$ cat src/rtl/pooling_2x2_mc_stream.sv
// Streaming 2x2 / stride-2 MAX|AVG pooling over CH packed channels, with a half-width line buffer.
// Optional AVG datapath is built when POOL_AVG_EN is defined; otherwise MODE is ignored (MAX only).

module pool_lane #(
  parameter int DW     = 16,
  parameter int DEPTH  = 8,
  parameter int IW     = 3,
  parameter int SIGNED = 0
) (
  input  logic          CLK,
  input  logic          RSTn,
  input  logic          acc,
  input  logic          odd_col,
  input  logic          odd_row,
  input  logic          mode,
  input  logic [IW-1:0] idx,
  input  logic [DW-1:0] din,
  output logic [DW-1:0] q_out
);
`ifdef POOL_AVG_EN
  localparam int PW = DW + 1;
`else
  localparam int PW = DW;
`endif

  logic [DW-1:0] h;
  logic [PW-1:0] lbuf [DEPTH];
  logic [PW-1:0] lb, p;
  logic [DW-1:0] mx_p, mx_q, q;

  // Strict greater-than, so on a tie the earlier operand is kept.
  function automatic logic gt(input logic [DW-1:0] a, input logic [DW-1:0] b);
    gt = (SIGNED != 0) ? ($signed(a) > $signed(b)) : (a > b);
  endfunction

`ifdef POOL_AVG_EN
  logic [DW+1:0] s4;

  function automatic logic [DW:0] ext1(input logic [DW-1:0] x);
    ext1 = (SIGNED != 0) ? {x[DW-1], x} : {1'b0, x};
  endfunction

  function automatic logic [DW+1:0] ext2(input logic [DW:0] x);
    ext2 = (SIGNED != 0) ? {x[DW], x} : {1'b0, x};
  endfunction

  always_comb begin
    lb   = lbuf[idx];
    mx_p = gt(din, h) ? din : h;
    p    = mode ? (ext1(h) + ext1(din)) : ext1(mx_p);
    mx_q = gt(p[DW-1:0], lb[DW-1:0]) ? p[DW-1:0] : lb[DW-1:0];
    s4   = ext2(lb) + ext2(p) + (DW+2)'(2);
    // Low DW bits of the >>2 are the same for logical and arithmetic shift.
    q    = mode ? s4[DW+1:2] : mx_q;
  end
`else
  logic unused_mode;
  assign unused_mode = mode;

  always_comb begin
    lb   = lbuf[idx];
    mx_p = gt(din, h) ? din : h;
    p    = mx_p;
    mx_q = gt(p, lb) ? p : lb;
    q    = mx_q;
  end
`endif

  // Hold register and line buffer carry no reset; a new frame overwrites them before use.
  always_ff @(posedge CLK) begin
    if (acc && !odd_col)
      h <= din;
    if (acc && odd_col && !odd_row)
      lbuf[idx] <= p;
  end

  always_ff @(posedge CLK) begin
    if (!RSTn)
      q_out <= '0;
    else if (acc && odd_col && odd_row)
      q_out <= q;
  end
endmodule

module pooling_2x2_mc_stream #(
  parameter int DW     = 16,
  parameter int CH     = 4,
  parameter int IMG_W  = 16,
  parameter int IMG_H  = 16,
  parameter int SIGNED = 0
) (
  input  logic             CLK,
  input  logic             RSTn,
  input  logic             DIN_VALID,
  input  logic [CH*DW-1:0] DIN,
  input  logic             MODE,
  input  logic             SQUEEZE,
  output logic [CH*DW-1:0] OUT,
  output logic             VALID,
  output logic             LAST_IN_LINE,
  output logic             LAST_PIX,
  output logic             SQUEEZE_OUT,
  input  logic             NEXT_LAST_PIX
);
  localparam int CW    = $clog2(IMG_W);
  localparam int RW    = $clog2(IMG_H);
  localparam int DEPTH = IMG_W / 2;
  localparam int IW    = (DEPTH > 1) ? $clog2(DEPTH) : 1;
  localparam logic [CW-1:0] COL_LAST = CW'(IMG_W - 1);
  localparam logic [RW-1:0] ROW_LAST = RW'(IMG_H - 1);

  logic [CW-1:0] col_cnt;
  logic [RW-1:0] row_cnt;
  logic          acc, odd_col, odd_row, col_last, row_last, fire;
  logic [IW-1:0] idx;
  logic [CH-1:0][DW-1:0] din_v, out_v;

  assign acc      = DIN_VALID | SQUEEZE;
  assign odd_col  = col_cnt[0];
  assign odd_row  = row_cnt[0];
  assign col_last = (col_cnt == COL_LAST);
  assign row_last = (row_cnt == ROW_LAST);
  assign fire     = acc & odd_col & odd_row;
  assign idx      = IW'(col_cnt >> 1);
  assign din_v    = DIN;
  assign OUT      = out_v;

  always_ff @(posedge CLK) begin
    if (!RSTn) begin
      col_cnt      <= '0;
      row_cnt      <= '0;
      VALID        <= 1'b0;
      LAST_IN_LINE <= 1'b0;
      LAST_PIX     <= 1'b0;
      SQUEEZE_OUT  <= 1'b0;
    end else begin
      VALID        <= fire;
      LAST_IN_LINE <= fire & col_last;
      LAST_PIX     <= fire & col_last & row_last;
      if (acc) begin
        if (col_last) begin
          col_cnt <= '0;
          row_cnt <= row_last ? '0 : row_cnt + 1'b1;
        end else begin
          col_cnt <= col_cnt + 1'b1;
        end
      end
      // Setting wins over the downstream clear when both land together.
      if (LAST_PIX)
        SQUEEZE_OUT <= 1'b1;
      else if (NEXT_LAST_PIX)
        SQUEEZE_OUT <= 1'b0;
    end
  end

  for (genvar k = 0; k < CH; k++) begin : g_lane
    pool_lane #(.DW(DW), .DEPTH(DEPTH), .IW(IW), .SIGNED(SIGNED)) u_lane (
      .CLK    (CLK),
      .RSTn   (RSTn),
      .acc    (acc),
      .odd_col(odd_col),
      .odd_row(odd_row),
      .mode   (MODE),
      .idx    (idx),
      .din    (din_v[k]),
      .q_out  (out_v[k])
    );
  end
endmodule

$ cat config.mk
export PLATFORM = sky130hd
export DESIGN_NAME = pooling_2x2_mc_stream
export DESIGN_NICKNAME = d
export VERILOG_FILES = /design/src/rtl/pooling_2x2_mc_stream.sv
export SDC_FILE = /design/constraint.sdc
export NUM_CORES = 1
export LEC_CHECK = 0
export BUFFER_PORTS_ARGS = -buffer_cell sky130_fd_sc_hd__buf_2
export CAP_MARGIN = 5
export CORE_MARGIN = 2
export CORE_UTILIZATION = 28
export DETAILED_ROUTE_END_ITERATION = 10
export PLACE_DENSITY = 0.45
export SLEW_MARGIN = 25
export SYNTH_ARGS = -nofsm -noshare
export SYNTH_HDL_FRONTEND = slang
export SYNTH_SLANG_ARGS = --single-unit
$ cat constraint.sdc
create_clock -name CLK -period 14.3 [get_ports CLK]
set_clock_uncertainty 0.2 [all_clocks]
set_input_delay 3.575 -clock CLK [delete_from_list [all_inputs] [get_ports CLK]]
set_output_delay 3.575 -clock CLK [all_outputs]
set_load 0.05 [all_outputs]
==> impl_metrics.xml <==
<?xml version="1.0" encoding="UTF-8"?>
<metrics>
  <group name="floorplan">
    <metric name="core_area" unit="µm²">100000</metric>
    <metric name="start_util" unit="%">28.3</metric>
    <metric name="fp-row-count" unit="">116</metric>
    <metric name="die_h" unit="µm">323</metric>
    <metric name="die_width" unit="µm">323</metric>
    <metric name="ios" unit="">138</metric>
    <metric name="die_area" unit="µm²">104000</metric>
  </group>
  <group name="timing">
    <metric name="setup_viols_final" unit="">0</metric>
    <metric name="maxSlewViolCount" unit="">0</metric>
    <metric name="timing.final.ws_setup" unit="ps">5530</metric>
    <metric name="final-hold-violation-count" unit="">0</metric>
    <metric name="rsz0062_at_grt" unit="">false</metric>
    <metric name="final_period_minus_worst_setup_slack" unit="ps">8770</metric>
    <metric name="max_slew.worst_pin.slew" unit="ps">1040</metric>
    <metric name="final.setup.tns" unit="ps">0</metric>
    <metric name="timing.slew.headroom" unit="%">30.4</metric>
    <metric name="max_freq" unit="MHz">114</metric>
    <metric name="layout_worst_path_cycle_share" unit="%">61.3</metric>
  </group>
  <group name="placed_design">
    <metric name="dpl.hpwl" unit="µm">43300</metric>
    <metric name="dpl_worst_slack" unit="ps">4790</metric>
    <metric name="gp_congestion" unit="">0.740</metric>
    <metric name="port_buffers" unit="">136</metric>
  </group>
  <group name="setup_path">
    <metric name="arrival_time_reported_for_the_critical_path_endpoint" unit="ps">9070</metric>
    <metric name="critPathTopFamily" unit="">compound AO/OA/AOI/OAI gates</metric>
    <metric name="worst-path-buf-inv" unit="">2</metric>
    <metric name="wp_depth" unit="">15</metric>
    <metric name="worst-endpoint-required" unit="ps">14600</metric>
    <metric name="worst_r2r_path_cells" unit="">15</metric>
    <metric name="timing.critical_path.cells" unit="">buf_2 &gt; ha_1 &gt; a21oi_1 &gt; a2bb2oi_2 &gt; nand3_1 &gt; or3_1 &gt; a311oi_1 &gt; inv_1 &gt; ha_1 &gt; nor2b_1 &gt; o211ai_1 &gt; a21oi_1 &gt; o31ai_1 &gt; nand3_1 &gt; o221ai_1</metric>
    <metric name="crit_fanout" unit="">17</metric>
    <metric name="critical_path.endpoint_type" unit="">flip-flop</metric>
    <metric name="critical_path.reg2reg.startpoint" unit="">g_lane[0].u_lane.h[13]</metric>
    <metric name="crit_start" unit="">DIN[13]</metric>
    <metric name="critical_path.max_stage_delay" unit="ps">740</metric>
    <metric name="crit_path_start_kind" unit="">input pin</metric>
    <metric name="worstSetupPathType" unit="">input pin to flip-flop</metric>
    <metric name="cp_max_delay_cell" unit="">sky130_fd_sc_hd__a311oi_1</metric>
  </group>
  <group name="synth">
    <metric name="synth_edf_count" unit="">576</metric>
    <metric name="synth_top_area_share" unit="%">60.9</metric>
    <metric name="predominant_post_synthesis_flop_cell" unit="">sky130_fd_sc_hd__edfxtp_1</metric>
    <metric name="seq_area_frac_synth" unit="%">66.4</metric>
    <metric name="post-synth-top-area-cell" unit="">sky130_fd_sc_hd__edfxtp_1</metric>
    <metric name="post_synth_main_area_contributors" unit="">sky130_fd_sc_hd__edfxtp_1 (61%), sky130_fd_sc_hd__mux4_2 (10%), sky130_fd_sc_hd__ha_1 (5.7%)</metric>
    <metric name="synth_async_sr_flop_share" unit="%">0</metric>
    <metric name="yosys_register_bits" unit="">655</metric>
    <metric name="postSynthAreaPerCell" unit="µm²">16.4</metric>
    <metric name="synth_cell_type_count" unit="">66</metric>
    <metric name="post_synth_instance_area" unit="µm²">28400</metric>
    <metric name="syn_inst" unit="">1729</metric>
    <metric name="synth.net_count" unit="">1929</metric>
    <metric name="synth-warning-count" unit="">0</metric>
  </group>
  <group name="route">
    <metric name="wl_per_cell" unit="µm">22.0</metric>
    <metric name="finalWirelength" unit="µm">72900</metric>
    <metric name="firstDrtPassIters" unit="">5</metric>
    <metric name="drt_iter0_markers" unit="">992</metric>
    <metric name="via_per_inst" unit="">4.84</metric>
    <metric name="routed-via-count" unit="">16100</metric>
    <metric name="drtAntennaViolNets" unit="">0</metric>
    <metric name="drc_errors" unit="">0</metric>
  </group>
  <group name="min_path">
    <metric name="hp-class" unit="">flip-flop to flip-flop</metric>
    <metric name="worst_hold_startpoint" unit="">g_lane[0].u_lane.q_out[5]</metric>
    <metric name="whs_path_depth" unit="">2</metric>
  </group>
  <group name="clock_network">
    <metric name="cts_root_buf" unit="">sky130_fd_sc_hd__clkbuf_16</metric>
    <metric name="holdBufCountCts" unit="">0</metric>
    <metric name="ctsResizeCount" unit="">0</metric>
    <metric name="post_cts_setup_buffer_count" unit="">0</metric>
    <metric name="cts_made_buffers" unit="">77</metric>
    <metric name="clkLatencyLatePin" unit="ps">610</metric>
    <metric name="clkTransAtPathRegs" unit="ps">60</metric>
    <metric name="cts-htree-levels" unit="">3</metric>
    <metric name="cts_tree" unit="">built</metric>
    <metric name="ctsLongestPathBuffers" unit="">3</metric>
    <metric name="numClockSinks" unit="">655</metric>
  </group>
  <group name="cells_and_area">
    <metric name="layout.nets" unit="">2093</metric>
    <metric name="layout-drive-gt1-share" unit="%">22.9</metric>
    <metric name="area_growth" unit="%">17.3</metric>
  </group>
  <group name="power_and_ir_drop">
    <metric name="power_density" unit="nW/µm²">139</metric>
    <metric name="max-vdd-ir-drop" unit="mV">0.0761</metric>
    <metric name="total_leakage_power" unit="nW">11.5</metric>
  </group>
  <group name="grt">
    <metric name="globalRoute.totalOverflow" unit="">0</metric>
    <metric name="pin_count_of_the_biggest_net_entering_global_routing" unit="">103</metric>
    <metric name="grt_pass1_wl" unit="µm">109000</metric>
    <metric name="grt_pass1_vias" unit="">16800</metric>
    <metric name="track_usage" unit="%">14.1</metric>
    <metric name="antenna_found_initial" unit="">6</metric>
  </group>
  <group name="job">
    <metric name="drv_cap" unit="">0</metric>
  </group>
  <group name="outcome">
    <metric name="outcome" unit="">completed</metric>
  </group>
</metrics>
[through the flow]
stage	instance area (µm²)	cells	hold WS, ps	utilization (%)	power, mW
final	33300	3315	259	33.3	4.65
after global routing	33300	3315	281	33.3	4.86
after CTS	33300	3313	262	33.2	4.73
after detailed placement	30800	3170	243	30.7	2.74
after global placement	30800	3170	244	30.7	2.73
after floorplan	28400	1729	278	-	2.58
[layer usage]
layer	share of wire, %	GRT usage (%)
met4	2.3	4.01
met2	49	23.8
met1	44	18.3
met3	4.7	2.79
met5	0.10	0
[worst register-to-register path, cell delays in order (launching register included)]
cell and delay, ps:
sky130_fd_sc_hd__edfxtp_1 390, sky130_fd_sc_hd__inv_1 90, sky130_fd_sc_hd__ha_1 250, sky130_fd_sc_hd__a21oi_1 190, sky130_fd_sc_hd__a2bb2oi_2 720, sky130_fd_sc_hd__nand3_1 120, sky130_fd_sc_hd__or3_1 640, sky130_fd_sc_hd__a311oi_1 740
sky130_fd_sc_hd__inv_1 320, sky130_fd_sc_hd__ha_1 380, sky130_fd_sc_hd__nor2b_1 130, sky130_fd_sc_hd__o211ai_1 170, sky130_fd_sc_hd__a21oi_1 100, sky130_fd_sc_hd__o31ai_1 360, sky130_fd_sc_hd__nand3_1 710, sky130_fd_sc_hd__o221ai_1 480
[worst paths after layout]
| check | end | slack, ps |
|---|---|---|
| hold / removal | g_lane[0].u_lane.q_out[5] | 260 |
| setup / recovery | g_lane[0].u_lane.q_out[9] | 5530 |
| setup reg to reg | g_lane[0].u_lane.q_out[9] | 8210 |
| hold reg to reg | g_lane[0].u_lane.q_out[5] | 260 |
[cells in the mapped netlist (6+ instances only)]
| cell type | count |
|---|---|
| sky130_fd_sc_hd__nand2_1 | 87 |
| sky130_fd_sc_hd__nor2_1 | 30 |
| sky130_fd_sc_hd__nor4_1 | 19 |
| sky130_fd_sc_hd__a21oi_1 | 43 |
| sky130_fd_sc_hd__a21boi_0 | 10 |
| sky130_fd_sc_hd__a31o_1 | 9 |
| sky130_fd_sc_hd__mux2i_1 | 93 |
| sky130_fd_sc_hd__o311ai_0 | 7 |
| sky130_fd_sc_hd__inv_1 | 121 |
| sky130_fd_sc_hd__or3_1 | 6 |
| sky130_fd_sc_hd__o221ai_1 | 46 |
| sky130_fd_sc_hd__mux4_2 | 128 |
| sky130_fd_sc_hd__clkbuf_1 | 52 |
| sky130_fd_sc_hd__edfxtp_1 | 576 |
| sky130_fd_sc_hd__o211ai_1 | 16 |
| sky130_fd_sc_hd__nor3_1 | 37 |
| sky130_fd_sc_hd__a311oi_1 | 15 |
| sky130_fd_sc_hd__a221o_1 | 18 |
| sky130_fd_sc_hd__a21o_1 | 7 |
| sky130_fd_sc_hd__nand3_1 | 27 |
| sky130_fd_sc_hd__buf_2 | 24 |
| sky130_fd_sc_hd__ha_1 | 130 |
| sky130_fd_sc_hd__dfxtp_1 | 79 |
| sky130_fd_sc_hd__and2_1 | 6 |
| sky130_fd_sc_hd__o21ai_0 | 17 |
| sky130_fd_sc_hd__nor2b_1 | 9 |
| sky130_fd_sc_hd__nand4_1 | 44 |
[cells in the final DEF, fill, tap and decap left out, types with 6 or more instances in the layout]
cell type | Yosys | routed
sky130_fd_sc_hd__a21boi_0 | 10 | 9
sky130_fd_sc_hd__a21o_1 | 7 | 7
sky130_fd_sc_hd__a21oi_1 | 43 | 43
sky130_fd_sc_hd__a221o_1 | 18 | 18
sky130_fd_sc_hd__a311oi_1 | 15 | 15
sky130_fd_sc_hd__a31o_1 | 9 | 9
sky130_fd_sc_hd__and2_1 | 6 | 6
sky130_fd_sc_hd__buf_2 | 24 | 136
sky130_fd_sc_hd__buf_4 | 4 | 29
sky130_fd_sc_hd__clkbuf_1 | 52 | 18
sky130_fd_sc_hd__clkbuf_16 | 0 | 81
sky130_fd_sc_hd__clkbuf_8 | 0 | 10
sky130_fd_sc_hd__clkinv_1 | 1 | 12
sky130_fd_sc_hd__clkinv_2 | 0 | 11
sky130_fd_sc_hd__dfxtp_1 | 79 | 76
sky130_fd_sc_hd__edfxtp_1 | 576 | 576
sky130_fd_sc_hd__ha_1 | 130 | 130
sky130_fd_sc_hd__inv_1 | 121 | 121
sky130_fd_sc_hd__mux2i_1 | 93 | 93
sky130_fd_sc_hd__mux4_2 | 128 | 128
sky130_fd_sc_hd__nand2_1 | 87 | 87
sky130_fd_sc_hd__nand3_1 | 27 | 27
sky130_fd_sc_hd__nand4_1 | 44 | 44
sky130_fd_sc_hd__nor2_1 | 30 | 27
sky130_fd_sc_hd__nor2b_1 | 9 | 9
sky130_fd_sc_hd__nor3_1 | 37 | 35
sky130_fd_sc_hd__nor4_1 | 19 | 19
sky130_fd_sc_hd__o211ai_1 | 16 | 16
sky130_fd_sc_hd__o21ai_0 | 17 | 17
sky130_fd_sc_hd__o221ai_1 | 46 | 46
sky130_fd_sc_hd__o311ai_0 | 7 | 7
sky130_fd_sc_hd__or3_1 | 6 | 6
[sequential cells by signal, indices dropped and copies added (netlist names), named ones only]
name and cells:
g_lane.u_lane.lbuf 512, g_lane.u_lane.h 64, g_lane.u_lane.q_out 64, col_cnt 4, row_cnt 4, LAST_IN_LINE 1, LAST_PIX 1, SQUEEZE_OUT 1
VALID 1
[logic make-up after synthesis]
family,synth area share [%]
AO/OA/AOI/OAI,6.05
XOR/XNOR,0.0925
adder cells (fa/ha/maj),5.72
buffers and inverters,2.89
flip-flops,66.4
multiplexers,13.5
AND/OR/NAND/NOR,5.27
[power breakdown]
group          internal [mW]  switching (mW)  total [mW]
registers               2.18          0.0179        2.19
clock network           1.18           0.778        1.96
logic                  0.185           0.316       0.501
[final cells by class]
cell class	count	area (µm²)
inverter	122	458
tap	1357	1700
antenna	1	2.50
timing repair buffer	168	957
fill	9668	66900
sequential	655	18900
clock buffer	109	2230
multi-input combinational	869	8790
clock inverter	34	318
Note: power is estimated with default switching activity, not from simulation.
